$ cat src/rtl/stat_pkg.sv
// Shared definitions for the MAX/MIN/AVG statistics sequencer.
//   DW_DEF     : default data / element-count width
//   SW_DEF     : default running-sum width (must be >= 2*DW_DEF so the sum never wraps)
//   DIV_CYCLES : cycles the restoring divider needs (one quotient bit per cycle)
//   state_e    : sequencer FSM encoding
package stat_pkg;

  localparam int DW_DEF     = 8;
  localparam int SW_DEF     = 16;
  localparam int DIV_CYCLES = SW_DEF;

  typedef enum logic [2:0] {
    IDLE,
    LOAD,
    FETCH,
    DIV,
    DONE
  } state_e;

endpackage

$ cat src/rtl/seq_divider.sv
// Restoring unsigned divider, one quotient bit per cycle.
// Ports:
//   clk_i, rst_i  : clock and synchronous active-high reset (aborts a divide)
//   start_i       : one-cycle pulse; captures dividend_i / divisor_i
//   dividend_i    : SW-bit unsigned dividend
//   divisor_i     : DW-bit unsigned divisor (must be non-zero)
//   done_o        : high during the final iteration cycle
//   quotient_o    : low DW bits of the quotient, valid while done_o is high
// The caller guarantees the quotient fits in DW bits.
module seq_divider
  import stat_pkg::*;
#(
  parameter int DW     = DW_DEF,
  parameter int SW     = SW_DEF,
  parameter int CYCLES = DIV_CYCLES
) (
  input  logic          clk_i,
  input  logic          rst_i,
  input  logic          start_i,
  input  logic [SW-1:0] dividend_i,
  input  logic [DW-1:0] divisor_i,
  output logic          done_o,
  output logic [DW-1:0] quotient_o
);

  localparam int CW = $clog2(CYCLES + 1);

  logic          busy_q, busy_d;
  logic [CW-1:0] cnt_q, cnt_d;
  logic [SW-1:0] dq_q, dq_d;     // dividend shifts out the top, quotient shifts in the bottom
  logic [DW-1:0] rem_q, rem_d;
  logic [DW-1:0] dvs_q, dvs_d;

  logic [DW:0]   rem_sh;
  logic [DW:0]   diff;
  logic          fits;
  logic [SW-1:0] q_nx;

  // The partial remainder is always below the divisor, so the shifted value
  // is below twice the divisor: the borrow bit of the trial subtraction alone
  // says whether the divisor fits.
  assign rem_sh = {rem_q, dq_q[SW-1]};
  assign diff   = rem_sh - {1'b0, dvs_q};
  assign fits   = ~diff[DW];
  assign q_nx   = {dq_q[SW-2:0], fits};

  assign done_o     = busy_q && (cnt_q == CW'(1));
  assign quotient_o = q_nx[DW-1:0];

  always_comb begin
    // NOTE: every signal written here gets a default first, so no path can
    // leave it unassigned and infer a latch.
    busy_d = busy_q;
    cnt_d  = cnt_q;
    dq_d   = dq_q;
    rem_d  = rem_q;
    dvs_d  = dvs_q;
    if (start_i) begin
      busy_d = 1'b1;
      cnt_d  = CW'(CYCLES);
      dq_d   = dividend_i;
      rem_d  = '0;
      dvs_d  = divisor_i;
    end else if (busy_q) begin
      dq_d  = q_nx;
      rem_d = fits ? diff[DW-1:0] : rem_sh[DW-1:0];
      cnt_d = cnt_q - CW'(1);
      if (cnt_q == CW'(1)) busy_d = 1'b0;
    end
  end

  // NOTE: state registers use non-blocking assignments so every register
  // samples the pre-edge values, independent of statement order.
  always_ff @(posedge clk_i) begin
    if (rst_i) begin
      busy_q <= 1'b0;
      cnt_q  <= '0;
      dq_q   <= '0;
      rem_q  <= '0;
      dvs_q  <= '0;
    end else begin
      busy_q <= busy_d;
      cnt_q  <= cnt_d;
      dq_q   <= dq_d;
      rem_q  <= rem_d;
      dvs_q  <= dvs_d;
    end
  end

endmodule

$ cat src/rtl/stat_sequencer.sv
// Loop controller and statistics datapath for the MAX/MIN/AVG ASIP.
// Drives an external CountRegister (load/decrement, watches its zero flag),
// consumes a valid/ready byte stream and reports max, min, sum and floor(avg).
// Ports:
//   CLK, RESET            : clock, synchronous active-high reset
//   start, n_in           : run request (sampled only in IDLE) and element count N
//   data_in, data_valid   : input stream; data_ready is the accept strobe
//   Count_in, Count_load  : registered N and its one-cycle load pulse
//   Count_dec             : one pulse per consumed element
//   zero_flag             : CountRegister reports count == 0
//   max_out, min_out, sum_out, avg_out : results, valid from done until next start
//   busy, done            : not-idle indicator, one-cycle completion pulse
module stat_sequencer
  import stat_pkg::*;
#(
  parameter int DW = DW_DEF,
  parameter int SW = SW_DEF
) (
  input  logic          CLK,
  input  logic          RESET,
  input  logic          start,
  input  logic [DW-1:0] n_in,
  input  logic [DW-1:0] data_in,
  input  logic          data_valid,
  output logic          data_ready,
  output logic [DW-1:0] Count_in,
  output logic          Count_load,
  output logic          Count_dec,
  input  logic          zero_flag,
  output logic [DW-1:0] max_out,
  output logic [DW-1:0] min_out,
  output logic [SW-1:0] sum_out,
  output logic [DW-1:0] avg_out,
  output logic          busy,
  output logic          done
);

  state_e        state_q, state_d;
  logic [DW-1:0] count_q, count_d;
  logic [DW-1:0] max_q, max_d;
  logic [DW-1:0] min_q, min_d;
  logic [SW-1:0] sum_q, sum_d;
  logic [DW-1:0] avg_q, avg_d;

  logic          div_start;
  logic          div_done;
  logic [DW-1:0] div_quot;
  logic          xfer;

  // Handshake strobes are gated by RESET so they drop in the reset cycle
  // itself rather than one edge later.
  assign data_ready = (state_q == FETCH) && !zero_flag && !RESET;
  assign Count_load = (state_q == LOAD) && !RESET;
  assign xfer       = data_valid && data_ready;
  assign Count_dec  = xfer;

  assign Count_in = count_q;
  assign max_out  = max_q;
  assign min_out  = min_q;
  assign sum_out  = sum_q;
  assign avg_out  = avg_q;
  assign busy     = (state_q != IDLE);
  assign done     = (state_q == DONE);

  always_comb begin
    state_d   = state_q;
    count_d   = count_q;
    max_d     = max_q;
    min_d     = min_q;
    sum_d     = sum_q;
    avg_d     = avg_q;
    div_start = 1'b0;
    unique case (state_q)
      IDLE: begin
        if (start) begin
          count_d = n_in;
          max_d   = '0;
          sum_d   = '0;
          avg_d   = '0;
          if (n_in != '0) begin
            min_d   = '1;
            state_d = LOAD;
          end else begin
            // Empty run: report all-zero results without touching the stream.
            min_d   = '0;
            state_d = DONE;
          end
        end
      end
      LOAD: state_d = FETCH;
      FETCH: begin
        if (zero_flag) begin
          div_start = 1'b1;
          state_d   = DIV;
        end else if (xfer) begin
          if (data_in > max_q) max_d = data_in;
          if (data_in < min_q) min_d = data_in;
          sum_d = sum_q + {{(SW-DW){1'b0}}, data_in};
        end
      end
      DIV: begin
        if (div_done) begin
          avg_d   = div_quot;
          state_d = DONE;
        end
      end
      DONE:    state_d = IDLE;
      default: state_d = IDLE;
    endcase
  end

  // NOTE: the result registers are reset, not just the FSM, because the
  // outputs must read zero after reset rather than holding stale results.
  always_ff @(posedge CLK) begin
    if (RESET) begin
      state_q <= IDLE;
      count_q <= '0;
      max_q   <= '0;
      min_q   <= '0;
      sum_q   <= '0;
      avg_q   <= '0;
    end else begin
      state_q <= state_d;
      count_q <= count_d;
      max_q   <= max_d;
      min_q   <= min_d;
      sum_q   <= sum_d;
      avg_q   <= avg_d;
    end
  end

  seq_divider #(
    .DW     (DW),
    .SW     (SW),
    .CYCLES (SW)
  ) u_div (
    .clk_i      (CLK),
    .rst_i      (RESET),
    .start_i    (div_start),
    .dividend_i (sum_q),
    .divisor_i  (count_q),
    .done_o     (div_done),
    .quotient_o (div_quot)
  );

endmodule

$ cat config.mk
export PLATFORM = sky130hd
export DESIGN_NAME = stat_sequencer
export DESIGN_NICKNAME = d
export VERILOG_FILES = /design/src/rtl/stat_pkg.sv /design/src/rtl/seq_divider.sv /design/src/rtl/stat_sequencer.sv
export SDC_FILE = /design/constraint.sdc
export NUM_CORES = 1
export LEC_CHECK = 0
export BUFFER_PORTS_ARGS = -buffer_cell sky130_fd_sc_hd__buf_2
export CAP_MARGIN = 40
export CORE_ASPECT_RATIO = 0.9
export CORE_MARGIN = 5
export CORE_UTILIZATION = 35
export CTS_CLUSTER_DIAMETER = 100
export DETAILED_ROUTE_END_ITERATION = 12
export PLACE_DENSITY = 0.62
export SLEW_MARGIN = 20
export SYNTH_ARGS = -nofsm -noshare
export SYNTH_HDL_FRONTEND = slang
export SYNTH_SLANG_ARGS = --single-unit
$ cat constraint.sdc
create_clock -name CLK -period 3.35 [get_ports CLK]
set_input_delay 0.1675 -clock CLK [delete_from_list [all_inputs] [get_ports CLK]]
set_output_delay 0.1675 -clock CLK [all_outputs]
set_load 0.02 [all_outputs]
# After elaboration in Yosys (flattened, before gate mapping)
# Cells that the tools add are included.
# totals
reg_bits	89
output_inout_bits	53
# op_classes
bitwise_logic	1
n_lt_le_gt_ge	2
n_reduce_logical	20
eq_ne	12
muxes	32
add_sub_neg	3
# ops
cell	n
8-bit two-way mux	11
16-bit two-way mux	5
8-bit one-hot mux with 2 select lines	3
16-bit one-hot mux with 2 select lines	1
16-bit by 8-bit adder with 16-bit output	1
3-bit two-way mux	4
3-bit one-hot mux with 4 select lines	1
5-bit two-way mux	2
2-bit inequality test (second input constant)	5
5-bit AND reduction	2
9-bit by 8-bit subtractor with 9-bit output	1
8-bit greater-than comparator	1
8-bit less-than comparator	1
8-bit nonzero test	1
3-bit by 2-bit equality test with 1-bit output (second input constant)	2
3-bit AND reduction	2
2-bit nonzero test	3
5-bit by 1-bit equality test with 1-bit output (second input constant)	1
1-bit logical AND	5
1-bit two-way mux	5
5-bit by 1-bit subtractor with 5-bit output (second input constant)	1
2-bit by 1-bit inequality test with 1-bit output (second input constant)	2
4-bit AND reduction	1
3-bit by 1-bit equality test with 1-bit output (second input constant)	1
7 further kinds	8

# Longest topological paths before layout
# logic_depth
ltp_word	7
depth_mapped	10
mapped_depth_nobuf	10

# By module
# From an unflattened synthesis, not the netlist that was laid out.
# unflattened
cells_unflattened	582
hier_area_um2	4952.2
# by_module_without_submodules
mod	seq_area_each_um2	instances	cells_per_inst	area_per_inst_um2
stat_sequencer	1021.0	1	337	2865.2
seq_divider	760.7	1	245	2087.0

# Least setup slack after synthesis
# Ideal clock, no wire load.
# synth_timing
path_type	flip-flop to flip-flop
startpoint	reg u_div.dq_q[15]
endpoint	reg u_div.rem_q[5]
t_arrival_ps	2231
path_buffers	0
setup_time_ps	138
setup_slack_ps	981
path_stages_with_launch	11
period_less_slack_ps	2369
path_cell_list	dfxtp_1 inv_1 ha_1 inv_1 fa_1 a211oi_1 o21ai_1 a31oi_4 xnor2_4 mux2i_1 a211oi_1
# synth_via
elab_chain_len	2
# synth_lines
item	line_no	source
start, declared	seq_divider.sv:30	logic [SW-1:0] dq_q, dq_d;
start signal, assigned	seq_divider.sv:84	dq_q <= dq_d;
9-bit by 8-bit subtractor with 9-bit output	seq_divider.sv:43	assign diff = rem_sh - {1'b0, dvs_q};
8-bit two-way mux	seq_divider.sv:66	rem_d = fits ? diff[DW-1:0] : rem_sh[DW-1:0];
end signal, assigned	seq_divider.sv:85	rem_q <= rem_d;
end, declared	seq_divider.sv:31	logic [DW-1:0] rem_q, rem_d;
# Every way passes these cells.
# A chain may end at the register's enable or synchronous reset.

# Final worst setup path
# layout_timing
startpoint	reg u_div.dq_q[15]
endpoint	reg u_div.rem_q[6]
# The elaborated chain is that of the path after synthesis.

==> run summary <==
die area: 16300 um^2
syn_area_per_cell: 8.53 um^2
Final Cell Area: 5730 um^2
crit start category: register
hold violation total from the final report: 0
Synth Net Count: 626
final slew viol count: 0
Fmax: 0.376 GHz
# IOs: 74
Reg-to-Reg Start: u_div.dq_q[15]$_SDFFE_PP0P_
vias per cell: 5.28
Hold Crit Depth: 3
FILL cells: 1321
CTS buffer count: 9
total track usage: 15.1%
Worst R2R Path Depth: 10
hold wc startpoint: n_in[5]
HPWL Detailed: 9070 um
first-pass GRT wire length: 20300 um
# nets final: 689
row cnt: 40
CTS clock-pin slew for the worst setup and hold paths: 60 ps
TritonCTS clock tree: done
die width: 134 um
Critical Path End Type: register
Starting Density: 36.1%
PortBufs: 73
Synth-to-Final Area Change: 17.8%
H-tree Lvls: 3
final wirelength: 12300 um
clock buffer depth: 2
setup tns final: 0 ps
Slew @ Worst Pin: 742 ps
Hold Path Class: input pin to register
Post-synth ARST share: 0%
Max Cap Violations: 0
Ys Warns: 0
Top FF cell, synth: dfxtp_1
flop2flop setup slack: 690 ps
WP data arrival: 2870 ps
Setup CP Type: register to register
initial antenna violation count: 0
Num Clock Sinks: 89
DRT Pass-1 Iters: 4
CTS Hold Bufs: 0
Worst Clk Skew: 5.66 ps
mapped cell area: 4860 um^2
Vias: 4255
post-route ant nets: 0
Max-slew headroom: 50.6%
Seq/Total Area, Yosys: 36.7%
DR DRC count: 0
n_diodes: 0
core box area: 13500 um^2
pre-CTS WS: 721 ps
crit path max fanout: 10
Cell Pwr Density: 563 nW/um^2
Post-Layout Cell Count: 806
Inst Count DP: 789
FF-to-FF End: u_div.rem_q[6]$_SDFFE_PP0P_
setup violators final: 0
post_cts resized: 0
post-place instance area: 5370 um^2
P_leak: 2.34 nW
FF+latch area: 1780 um^2
Worst-Skew Late Latency: 350 ps
sink of the worst hold path: Count_in[5]$_SDFFE_PP0P_
Synth cell types: 55
Post-CTS Setup Inserts: 0
Syn Inst Count: 570
multi-input logic area: 2840 um^2
vias in the first global route: 4205
worst endpoint required time: 3560 ps
status: finished clean
clock period minus worst slack: 2660 ps
gpl congestion: 0.861
GRT Residual Overflow: 0
Post-synth EDFFs: 0
Clock Root Buffer: clkbuf_16
Final Cycle Share: 79.4%
routed len/inst: 15.2 um
Peak VDD IR: 0.273 mV
Seq cells post-synth: 89
Setup WS post-layout: 690 ps
Die H: 122 um
initial drt markers: 246
share of layout cells above drive strength 1: 17.1%
RSZ-0062 raised after global routing: false
pin count of the biggest net entering global routing: 75
metrics by stage:
step	power, W	hold WS [ps]	utilization, %
final	0.00322	73.3	42.5
after floorplan	0.00186	304	-
after global placement	0.00205	417	39.9
after CTS	0.00325	59.2	42.5
after detailed placement	0.00208	430	39.9
after global routing	0.00340	77.9	42.5
metal layers:
metal,share of wire (%),vias to the layer above,GRT usage [%]
li1,-,2132,-
met1,46,1995,19.4
met5,0,-,0
met4,2.1,0,4.77
met2,46,103,24.6
met3,5.4,25,4.38
cell usage after synthesis (5+ instances only):
library cell / instances / share of area [%]
a211oi_1: 22 / 3.4
a21boi_0: 9 / 1.4
a21o_1: 6 / 0.93
a21oi_1: 51 / 5.3
a221oi_1: 8 / 1.4
clkbuf_1: 24 / 1.9
dfxtp_1: 89 / 37
ha_1: 33 / 8.5
inv_1: 36 / 2.8
mux2_2: 5 / 1.2
mux2i_1: 23 / 4.7
nand2_1: 64 / 4.9
nand2b_1: 20 / 2.6
nand3_1: 10 / 1.0
nand3b_1: 6 / 0.93
nand4_1: 5 / 0.64
nor2_1: 54 / 4.2
nor3_1: 7 / 0.72
nor4b_1: 5 / 0.90
o21ai_0: 12 / 1.2
xnor2_1: 12 / 2.2
xor2_1: 7 / 1.3
power by group:
group	leakage, nW	switching, W	internal, W
Combinational	1.45	0.000480	0.000337
Clock	0.162	0.000434	0.000729
Sequential	0.723	0.0000901	0.00115
state kept, by name, indices dropped and copies added, names as in the netlist:
register,flops
u_div.rem_q,8
sum_out,16
u_div.cnt_q,5
state_q,3
max_out,8
avg_out,8
u_div.dvs_q,8
u_div.busy_q,1
min_out,8
Count_in,8
u_div.dq_q,16
worst max path at each step:
stage,to,from,slack [ps],cells after the start
after floorplan,u_div.rem_q[5]$_SDFFE_PP0P_,u_div.dq_q[15]$_SDFFE_PP0P_,980,10
after global placement,u_div.rem_q[5]$_SDFFE_PP0P_,u_div.dq_q[15]$_SDFFE_PP0P_,800,10
after detailed placement,u_div.rem_q[1]$_SDFFE_PP0P_,u_div.dq_q[15]$_SDFFE_PP0P_,720,10
after CTS,u_div.rem_q[6]$_SDFFE_PP0P_,u_div.dq_q[15]$_SDFFE_PP0P_,690,10
after global routing,u_div.rem_q[6]$_SDFFE_PP0P_,u_div.dq_q[15]$_SDFFE_PP0P_,480,10
final,u_div.rem_q[6]$_SDFFE_PP0P_,u_div.dq_q[15]$_SDFFE_PP0P_,690,10
critical path, stage by stage (launching register included):
cell      delay (ps)
dfxtp_1          320
inv_1             60
ha_1             160
inv_1             60
fa_1             430
a211oi_1         410
o21ai_1          180
a31oi_4          320
xnor2_4          250
mux2i_1          260
a211oi_1          90
cell usage in the layout, fill, tap and decap left out, types with 3 or more instances in the layout:
cell type and count:
and2_1 4, nand2_1 64, nor3_1 7, a21o_1 6, buf_2 73, dfxtp_1 89
xnor2_1 12, ha_1 33, nand3b_1 6, or3_1 4, nand4_1 5, a221oi_1 8
inv_1 36, nand3_1 10, o21ai_0 12, xor2_1 7, o21a_1 4, a211oi_1 22
nand2b_1 20, nor2_1 54, nor2b_1 3, mux2i_1 23, a21oi_1 51, buf_4 6
nor4b_1 5, o211ai_1 4, a31oi_1 3, mux2_2 5, a211o_1 3, clkbuf_16 9
a21boi_0 9, bufinv_16 3
logic make-up after synthesis:
logic type,count (synthesis),synth area share [%]
XOR/XNOR,20,3.99
AND/OR/NAND/NOR,195,20.1
AO/OA/AOI/OAI,137,18.6
multiplexers,30,6.36
buffers and inverters,64,4.97
flip-flops,89,36.7
adder cells (fa/ha/maj),35,9.32
layout make-up:
class | instances | area share, %
Multi-Input combinational cell | 417 | 49.5
Clock buffer | 9 | 3.93
Clock inverter | 7 | 2.08
Timing Repair Buffer | 80 | 7.30
Tap cell | 168 | 3.67
Inverter | 36 | 2.36
Sequential cell | 89 | 31.1
(Power assumes the default switching activity.)
